File: src/rtl/step_ctrl.sv
// step_ctrl: clock-enable controller for a teaching CPU.
// Issues single-cycle cpu_en pulses from either a slow tick (RUN mode) or a
// debounced pushbutton (STEP mode); a halt request freezes it until reset.
// Optional feature: define STEP_COUNT_EN to build the saturating step_count
// counter; otherwise step_count is tied to zero.
module step_ctrl #(
    parameter int DEBOUNCE_CYCLES = 1_000_000
) (
    input  logic        clk,
    input  logic        rst_n,
    input  logic        tick_in,
    input  logic        run_sw,
    input  logic        step_btn,
    input  logic        halt,
    output logic        cpu_en,
    output logic        running,
    output logic [31:0] step_count
);

    localparam int CW = $clog2(DEBOUNCE_CYCLES) + 1;
    localparam logic [CW-1:0] CNT_MAX = CW'(DEBOUNCE_CYCLES - 1);

    typedef enum logic [1:0] {
        ST_STEP,
        ST_RUN,
        ST_HALT
    } state_t;

    state_t        state;
    logic [1:0]    tick_sync;
    logic [1:0]    run_sync;
    logic [1:0]    btn_sync;
    logic          tick_prev;
    logic          btn_acc;
    logic          btn_acc_prev;
    logic [CW-1:0] db_cnt;
    logic          tick_evt;
    logic          step_evt;

    // Two-flop synchronizers for the asynchronous board inputs.
    // NOTE: sequential state uses non-blocking (<=) so every flop samples the
    // pre-edge value of its neighbours, which is what makes a shift chain work.
    always_ff @(posedge clk) begin
        if (!rst_n) begin
            tick_sync <= 2'b00;
            run_sync  <= 2'b00;
            btn_sync  <= 2'b00;
            tick_prev <= 1'b0;
        end else begin
            tick_sync <= {tick_sync[0], tick_in};
            run_sync  <= {run_sync[0], run_sw};
            btn_sync  <= {btn_sync[0], step_btn};
            tick_prev <= tick_sync[1];
        end
    end

    // Debounce: accept a new button level only after it has differed from the
    // accepted level for DEBOUNCE_CYCLES consecutive samples.
    always_ff @(posedge clk) begin
        if (!rst_n) begin
            db_cnt       <= '0;
            btn_acc      <= 1'b0;
            btn_acc_prev <= 1'b0;
        end else begin
            btn_acc_prev <= btn_acc;
            if (btn_sync[1] == btn_acc) begin
                db_cnt <= '0;
            end else if (db_cnt == CNT_MAX) begin
                btn_acc <= btn_sync[1];
                db_cnt  <= '0;
            end else begin
                db_cnt <= db_cnt + CW'(1);
            end
        end
    end

    // Single-cycle events; both are pure functions of registers, so no
    // combinational feedback or latch can arise here.
    assign tick_evt = tick_sync[1] & ~tick_prev;
    assign step_evt = btn_acc & ~btn_acc_prev;

    // Mode FSM with registered cpu_en/running. Events are judged against the
    // current state; halt overrides everything. The ~cpu_en term keeps pulses
    // apart when a mode switch lines up two events in adjacent cycles.
    always_ff @(posedge clk) begin
        if (!rst_n) begin
            state   <= ST_STEP;
            cpu_en  <= 1'b0;
            running <= 1'b0;
        end else if (halt) begin
            state   <= ST_HALT;
            cpu_en  <= 1'b0;
            running <= 1'b0;
        end else begin
            case (state)
                ST_STEP: begin
                    cpu_en <= step_evt & ~cpu_en;
                    if (run_sync[1]) begin
                        state   <= ST_RUN;
                        running <= 1'b1;
                    end
                end
                ST_RUN: begin
                    cpu_en <= tick_evt & ~cpu_en;
                    if (!run_sync[1]) begin
                        state   <= ST_STEP;
                        running <= 1'b0;
                    end
                end
                default: begin
                    cpu_en  <= 1'b0;
                    running <= 1'b0;
                end
            endcase
        end
    end

`ifdef STEP_COUNT_EN
    logic [31:0] count_q;

    // Saturating count of issued cpu_en pulses.
    always_ff @(posedge clk) begin
        if (!rst_n) begin
            count_q <= 32'd0;
        end else if (cpu_en && (count_q != 32'hFFFF_FFFF)) begin
            count_q <= count_q + 32'd1;
        end
    end

    assign step_count = count_q;
`else
    assign step_count = 32'd0;
`endif

endmodule

File: config.mk
export PLATFORM = sky130hd
export DESIGN_NAME = step_ctrl
export DESIGN_NICKNAME = d
export VERILOG_FILES = /design/src/rtl/step_ctrl.sv
export SDC_FILE = /design/constraint.sdc
export NUM_CORES = 1
export LEC_CHECK = 0
export ABC_AREA = 1
export CAP_MARGIN = 40
export CORE_UTILIZATION = 45
export DETAILED_ROUTE_END_ITERATION = 16
export GPL_ROUTABILITY_DRIVEN = 0
export PLACE_DENSITY_LB_ADDON = 0.15
export REMOVE_ABC_BUFFERS = 1
export SLEW_MARGIN = 20
export SYNTH_ARGS = -nofsm -noshare
export SYNTH_HDL_FRONTEND = slang
export SYNTH_SLANG_ARGS = --single-unit
File: constraint.sdc
create_clock -name clk -period 1.3 [get_ports clk]
set_input_delay 0.13 -clock clk [delete_from_list [all_inputs] [get_ports clk]]
set_output_delay 0.13 -clock clk [all_outputs]
set_load 0.01 [all_outputs]
==> results of run 1 <==
-- logic make-up after synthesis --
| kind of cell | count (synthesis) | synth area share [%] |
|---|---|---|
| AOI/OAI and AO/OA | 16 | 4.671 |
| other | 1 | 0.2121 |
| and+or+nand+nor | 126 | 30.64 |
| DFF | 34 | 38.50 |
| buffers and inverters | 63 | 20.81 |
| xor gates and xnor gates | 9 | 4.458 |
| adders and majority gates | 1 | 0.7076 |
-- where the power goes --
group / switching (W) / leakage, nW / internal (W) / total (W)
sequential: 0.00000688 / 0.280 / 0.00105 / 0.00106
clock: 0.000362 / 0.0438 / 0.000359 / 0.000721
combinational: 0.0000703 / 0.515 / 0.0000306 / 0.000101
-- per-stage QoR --
stage | total power (W) | utilization, % | setup slack [ns]
floorplan | 0.001149 | - | -0.1583
global placement | 0.001185 | 51.92 | -0.01629
detailed placement | 0.001186 | 51.92 | -0.07156
CTS | 0.001910 | 54.75 | -0.006331
global route | 0.001954 | 56.16 | -0.04076
finish | 0.001883 | 56.16 | 0.02194
-- critical path: stages (launching register included) --
cell and delay (ns):
dfxtp_2 0.35, ha_4 0.15, nand3_4 0.08, buf_6 0.13
nor2_4 0.14, nand2_2 0.06, or2_0 0.20, a21oi_1 0.11
-- final cells by class --
| type | instances | area share, % |
|---|---|---|
| clock buffer | 5 | 3.297 |
| inverter | 28 | 5.036 |
| tap | 48 | 2.878 |
| multi-input combinational | 184 | 42.69 |
| timing repair buffer | 30 | 12.47 |
| sequential | 34 | 33.15 |
| clock inverter | 2 | 0.4796 |
-- placed cells by master, fill, tap and decap left out --
master           netlist  routed
dlymetal6s2s_1         0       1
nor2_1                45      39
dlygate4sd2_1          0       1
or2_0                  2       2
conb_1                 1      32
nand4_1                3       3
clkbuf_8               0       5
a21oi_1               12      12
o21ai_0                3       2
inv_2                  0       2
dfxtp_2                0       6
nand2_1               55      53
buf_12                 0       1
buf_4                 33      21
a211oi_1               1       1
ha_4                   0       1
clkdlybuf4s50_1        0       5
xor2_1                 4       4
clkinv_2               0       2
nand3_4                0       1
dfxtp_1               34      27
nand2_2                1       3
xnor2_1                5       5
nand3_2                3       3
inv_1                 28      26
nand3b_1               1       1
nand3_1               11      10
o21ai_1                0       1
nor2_4                 1       3
nor4_1                 2       2
dfxtp_4                0       1
nor2_2                 2       6
buf_6                  1       1
-- registers in the layout (all words and copies together), names as in the netlist --
signal        cells
btn_acc_prev      1
db_cnt           21
cpu_en            1
state             2
running           1
run_sync          2
btn_acc           1
tick_prev         1
btn_sync          2
tick_sync         2
-- worst max path at each step --
stage / from / end / cells past startpoint
after floorplan: db_cnt[0] / db_cnt[11] / 6
after global placement: rst_n / db_cnt[16] / 6
after detailed placement: db_cnt[0] / db_cnt[10] / 7
after CTS: db_cnt[1] / db_cnt[10] / 7
after global routing: db_cnt[0] / db_cnt[10] / 7
final: db_cnt[0] / db_cnt[10] / 7
-- repair_timing --
action                                  CTS  global route
setup buffers                             0             1
endpoints found under the setup margin   21            20
pin swaps                                 1             5
gates cloned                              0             0
resized for setup                         7            21
hold endpoints to repair                  0             0
-- layer usage --
metal	track usage [%]	wire, µm
met3	3.697	158
met2	25.13	1357
met1	22.04	1639
met4	9.167	38
met5	0	0
==> impl_metrics.toml, run 1 <==
[worst_setup_path]
start_kind = "flop"
path_class = "flop to flop"
cp.arrival_ns = 1.50
end_kind = "flop"
cp.required_ns = 1.52
r2r_end = "db_cnt[10]"
reg2regPathDepth = 7
r2r-start = "db_cnt[0]"
cp_max_fo = 4
r2r_setup_slack_ns = 0.02

[synthesis]
yosysMostFrequentCell = "nand2_1"
ys_top_cells_by_count = "55 x nand2_1, 45 x nor2_1, 34 x dfxtp_1"
synth_top_area_cell = "dfxtp_1"
synthArstFlopShare_pct = 0
ys.flop_type = "dfxtp_1"
ys_seq_elements = 34
netlist_area_mm2 = 0.001768
synthCells = 250
synth_top_area_share_pct = 38.50
syn_avg_cell_area_um2 = 7.072
synth-edff-count = 0
synthTopCellsByArea = "dfxtp_1 38%, buf_4 14%, nand2_1 12%"
yosys_warnings = 0
synth.distinct_cells = 23
synth-seq-area-share_pct = 38.50

[finish]
drive_gt1_share_pct = 19.79
fin_area_mm2 = 0.002087
nets = 290
final_cells = 331
multi_input_area_um2 = 890.9
seq_area_um2 = 691.9
n_fill_cell = 371
antenna_cells = 0
area_growth_pct = 18.05

[drt]
wl_per_cell_um = 9.647
drt_iter0_drc = 59
ant_nets = 0
drc = 0
vias = 1420
avgViaCountPerCell = 4.290
wirelength_um = 3193
drt-pass1-iter-count = 4

[global_route]
grt_pass1_vias = 1196
grt_overflow = 0
grt_max_degree = 21
antenna_found_initial = 0
grt_pass1_wl_um = 5230
grt_use_total_pct = 16.71

[die]
io-pin-count = 40
fp.dieW_um = 64.68
core-area_mm2 = 0.003716
start_util_pct = 47.58
die_h_um = 64.68
rows = 22
dieArea_mm2 = 0.004184

[pwr]
p_per_area_mw_per_mm2 = 902.1
power_leakage_nw = 0.8387
ir_worst_vdd_uv = 486.4

[timing]
timing.fmax_mhz = 782.4
hold_viol = 0
finalSetupViolations = 0
slew_violations = 0
finalClockSkew_ns = 0.004697
period_share_pct = 98.31
period_needed_ns = 1.278
finalSetupTns_ns = 0
timing.hold.ws_ns = 0.3733
rsz0062_at_grt = "true"

[worst_hold_path]
min_path_cells = 3
min_to = "tick_sync[0]"
hold_start = "tick_in"
hold_path_class = "input pin to flop"

[clock_network]
clk_pin_slew_ns = 0.07
cts_tree = "built"
cts.sinks = 34
hold_buffers = 0
cts_buffers = 5
clk_latency_ns = 0.28
cts_root_buffer = "clkbuf_8"
clockBufferDepth = 2
h-tree-depth = 2

[job]
drv_cap = 0

[place]
post-dp-hpwl_um = 2416
io_buffers = 7
placed_area_mm2 = 0.001929
placed_cells = 323

[status]
outcome = "completed"
No activity file was read; power rests on OpenSTA's default activity.
==> inputs of run 2 (changes only) <==
--- a/config.mk
+++ b/config.mk
@@ -7,7 +7,7 @@
 export LEC_CHECK = 0
 export ABC_AREA = 1
 export CAP_MARGIN = 40
-export CORE_UTILIZATION = 45
+export CORE_UTILIZATION = 53
 export DETAILED_ROUTE_END_ITERATION = 16
 export GPL_ROUTABILITY_DRIVEN = 0
 export PLACE_DENSITY_LB_ADDON = 0.15
==> constraint.sdc (replaced) <==
create_clock -name clk -period 1.5 [get_ports clk]
set_input_delay 0.15 -clock clk [delete_from_list [all_inputs] [get_ports clk]]
set_output_delay 0.15 -clock clk [all_outputs]
set_load 0.01 [all_outputs]
==> run 2 against run 1 <==
- first-iteration DRC count is 14% higher
- combinational power fell by 15%
- cell count down 5.7%
- power decreased by 0.37%
- clock power is 21% higher
- sequential share of layout area grew 2.2 points
- critical path type is now flop to primary output
- largest cell class unchanged
==> impl_metrics.toml, run 2 (synthesis gave the netlist of run 1 again) <==
[worst_setup_path]
cp_slowest_stage_delay_ns = 0.54
cp.arrival_ns = 1.23
path_cells = "clkdlybuf4s50_1"
start_kind = "flop"
end_kind = "primary output"
cp.required_ns = 1.35
critical_path.top_delay_family = "buffers and inverters"
path_buf_inv = 1
worst_path_max_delay_cell = "clkdlybuf4s50_1"
path_class = "flop to primary output"
r2r-start = "db_cnt[1]"
r2r_end = "db_cnt[10]"
r2r_setup_slack_ns = 0.16
cp_max_fo = 3
reg2regPathDepth = 7

[drt]
drt-pass1-iter-count = 4
vias = 1372
wl_per_cell_um = 9.231
drt_iter0_drc = 67
drc = 0
ant_nets = 0
avgViaCountPerCell = 4.397
wirelength_um = 2880

[finish]
final_cell_mix = "55 x nand2_1, 45 x nor2_1, 33 x dfxtp_1"
drive_gt1_share_pct = 8.955
n_fill_cell = 288
final_cells = 312
final_common_cell = "nand2_1"
nets = 274
largest_reg_flops = 21
top_register = "db_cnt"
antenna_cells = 0
area_growth_pct = 8.988
fin_area_mm2 = 0.001927

[status]
outcome = "completed"

[global_route]
grt_use_total_pct = 18.88
grt_max_degree = 21
grt_overflow = 0
grt_pass1_wl_um = 4843
antenna_found_initial = 0
grt_pass1_vias = 1120

[worst_hold_path]
min_path_cells = 3
hold_start = "tick_in"
hold_path_class = "input pin to flop"
min_to = "tick_sync[0]"

[place]
placed_area_mm2 = 0.001812
post-dp-hpwl_um = 2184
io_buffers = 7
placed_cells = 304

[clock_network]
clockBufferDepth = 2
cts.sinks = 34
clk_pin_slew_ns = 0.10
cts_tree = "built"
post_cts_buffers = 0
cts_root_buffer = "clkbuf_4"
cts_buffers = 5
h-tree-depth = 2
clk_latency_ns = 0.33
hold_buffers = 0

[die]
start_util_pct = 56.98
die_h_um = 59.76
core-area_mm2 = 0.003103
dieArea_mm2 = 0.003571
io-pin-count = 40
fp.dieW_um = 59.76
rows = 20

[timing]
slew_violations = 0
finalClockSkew_ns = 0.002787
finalSetupTns_ns = 0
period_needed_ns = 1.385
rsz0062_at_grt = "false"
hold_viol = 0
timing.fmax_mhz = 722.2
period_share_pct = 92.31
finalSetupViolations = 0

[pwr]
ir_worst_vdd_uv = 737.5
power_leakage_nw = 0.7486
p_per_area_mw_per_mm2 = 973.5

[job]
drv_cap = 0
## run 2: area by class of cell
cell class | instances | area (µm²) | area share [%]
clock buffers | 6 | 51.30 | 2.662
clock inverters | 2 | 60.06 | 3.117
inverters | 28 | 105.1 | 5.455
multi-input cells | 184 | 838.3 | 43.51
flip-flops and latches | 34 | 681.9 | 35.39
well taps | 44 | 55.05 | 2.857
repair buffers | 14 | 135.1 | 7.013
## run 2: what timing repair did
item,CTS,global route
endpoints found under the hold margin,0,0
gates resized for setup,0,2
endpoints found under the setup margin,0,1
## run 2: how the worst max path moves through the flow
stage / to / slack [ns] / startpoint / cells after the start
final: running / 0.12 / running / 1
after global placement: db_cnt[7] / 0.15 / rst_n / 6
after detailed placement: db_cnt[7] / 0.15 / rst_n / 6
after floorplan: db_cnt[11] / 0.04 / db_cnt[0] / 6
after global routing: db_cnt[10] / 0.004 / db_cnt[1] / 7
after CTS: running / 0.09 / running / 1
## run 2: stage by stage
| stage | total power [W] | utilization [%] | hold slack [ns] | setup WS (ns) |
|---|---|---|---|---|
| 2_1_floorplan | 0.0009959 | - | 0.2282 | 0.04167 |
| 3_3_place_gp | 0.001026 | 58.39 | 0.3923 | 0.1475 |
| 3_5_place_dp | 0.001026 | 58.39 | 0.3963 | 0.1488 |
| 4_1_cts | 0.001903 | 61.98 | 0.3088 | 0.08583 |
| 5_1_grt | 0.001958 | 62.10 | 0.3329 | 0.004131 |
| 6_report | 0.001876 | 62.10 | 0.3278 | 0.1154 |
## run 2: power by group
part / total [W] / internal (W) / leakage (nW) / switching (W)
logic: 0.0000857 / 0.0000258 / 0.414 / 0.0000598
registers: 0.000921 / 0.000915 / 0.276 / 0.00000567
clock network: 0.000870 / 0.000565 / 0.0585 / 0.000305
total: 0.00188 / 0.00151 / 0.749 / 0.000371
## run 2: worst min-delay path: cells and delay by family
family	cells	cell delay, ns
buffers and inverters	2	0.42
AND/OR/NAND/NOR	1	0.06
## run 2: metal layers
layer	global-route usage (%)	vias up	wire, µm
met5	0	-	0
met4	8.970	0	55
met3	7.143	4	178
li1	-	733	-
met1	24.90	589	1462
met2	26.98	46	1184
==> inputs of run 3 (changes only) <==
--- a/config.mk
+++ b/config.mk
@@ -7,7 +7,9 @@
 export LEC_CHECK = 0
 export ABC_AREA = 1
 export CAP_MARGIN = 40
+export CORE_MARGIN = 2
 export CORE_UTILIZATION = 53
+export CTS_CLUSTER_SIZE = 12
 export DETAILED_ROUTE_END_ITERATION = 16
 export GPL_ROUTABILITY_DRIVEN = 0
 export PLACE_DENSITY_LB_ADDON = 0.15
==> run 3 against run 2 <==
- worst setup slack lost 0.0025 ns
- global-route usage decreased by 0.62 points
- cell count stayed put
- die area is 6.8% higher
- utilization shrank 0.081 points
- register-to-register slack worse by 0.02 ns
- clock skew increased by 0.0070 ns
- critical endpoint unchanged
==> impl_metrics.toml, run 3 (synthesis gave the netlist of run 1 again) <==
[status]
outcome = "completed"

[timing]
rsz0062_at_grt = "false"
hold_viol = 0
finalSetupTns_ns = 0
slew_violations = 0
period_needed_ns = 1.387
period_share_pct = 92.48
timing.fmax_mhz = 720.9
finalClockSkew_ns = 0.009755
finalSetupViolations = 0
timing.hold.ws_ns = 0.3285

[clock_network]
clk_pin_slew_ns = 0.11
clockBufferDepth = 2
h-tree-depth = 2
cts_tree = "built"
post_cts_buffers = 0
cts_buffers = 5
clk_latency_ns = 0.34
cts.sinks = 34
cts_root_buffer = "clkbuf_4"

[global_route]
grt_pass1_vias = 1167
grt_use_total_pct = 18.27
grt_pass1_wl_um = 5043
grt_max_degree = 21
grt_overflow = 0
antenna_found_initial = 0

[finish]
top_register = "db_cnt"
antenna_cells = 0
area_growth_pct = 8.847
final_common_cell = "nand2_1"
nets = 274
final_cell_mix = "55 x nand2_1, 45 x nor2_1, 33 x dfxtp_1"
final_cells = 312
drive_gt1_share_pct = 8.582
fin_area_mm2 = 0.001924
largest_reg_flops = 21

[die]
core-area_mm2 = 0.003103
fp.dieW_um = 61.76
die_h_um = 61.76
io-pin-count = 40
dieArea_mm2 = 0.003814
start_util_pct = 56.98
rows = 20

[place]
post-dp-hpwl_um = 2282
io_buffers = 7
placed_area_mm2 = 0.001812
placed_cells = 304

[worst_setup_path]
cp.required_ns = 1.35
end_kind = "primary output"
path_class = "flop to primary output"
start_kind = "flop"
critical_path.top_delay_family = "buffers and inverters"
cp_max_fo = 3
path_buf_inv = 1
cp.arrival_ns = 1.24
worst_path_max_delay_cell = "clkdlybuf4s50_1"
path_cells = "clkdlybuf4s50_1"
cp_slowest_stage_delay_ns = 0.54

[drt]
drt-pass1-iter-count = 4
drt_iter0_drc = 49
ant_nets = 0
wirelength_um = 3042
avgViaCountPerCell = 4.426
drc = 0
vias = 1381
wl_per_cell_um = 9.750

[pwr]
p_per_area_mw_per_mm2 = 963.8
power_leakage_nw = 0.7488
ir_worst_vdd_uv = 640.3
finalPower_w = 0.001855

[job]
drv_cap = 0

[worst_hold_path]
hold_path_class = "input pin to flop"
run 3: cell types whose count changed in the layout (fill, tap and decap cells not counted):
cell      before  now
nor2_2         2    1
ha_2           1    0
clkinv_4       0    1
ha_1           0    1
clkbuf_8       1    0
nor2_4         1    2
run 3: final timing paths:
kind                  end  depth (start not counted)  slack, ns         start
min reg2reg  tick_sync[1]                          2       0.42  tick_sync[0]
max reg2reg    db_cnt[10]                          7       0.14     db_cnt[1]
min           btn_sync[0]                          3       0.33      step_btn
max               running                          1       0.11       running
run 3: area by class of cell:
| type | instances | area, µm² |
|---|---|---|
| clock inverters | 3 | 68.82 |
| inverters | 28 | 105.1 |
| repair buffers | 14 | 135.1 |
| clock buffers | 5 | 37.54 |
| flip-flops and latches | 34 | 681.9 |
| multi-input cells | 184 | 840.8 |
| well taps | 44 | 55.05 |
| fillers | 304 | 1179 |
run 3: stage by stage:
stage	worst slack [ns]	utilization, %
4_1_cts	0.08659	61.81
5_1_grt	0.001887	62.02
3_3_place_gp	0.1548	58.39
6_report	0.1129	62.02
2_1_floorplan	0.04167	-
3_5_place_dp	0.1296	58.39
run 3: timing repair:
action,in CTS,in global routing
setup endpoints to repair,0,3
hold buffers,0,0
resized for setup,0,2
run 3: report_power, final:
| part | total [W] | internal, W | switching, W |
|---|---|---|---|
| Combinational | 0.0000866 | 0.0000258 | 0.0000608 |
| Clock | 0.000847 | 0.000521 | 0.000326 |
| Sequential | 0.000921 | 0.000915 | 0.00000595 |
| Total | 0.00185 | 0.00146 | 0.000393 |
run 3: tightest hold or removal path, delay by kind of cell:
kind                   cells  cell delay, ns
buffers and inverters      2            0.42
AND/OR/NAND/NOR            1            0.06
run 3: layer usage:
| metal | part of all wire (%) | track usage [%] | vias to the layer above |
|---|---|---|---|
| met5 | 0 | 0 | - |
| met4 | 0.79 | 6.687 | 0 |
| met2 | 43 | 26.77 | 41 |
| met3 | 4.8 | 6.211 | 2 |
| met1 | 51 | 25.06 | 602 |
| li1 | - | - | 736 |
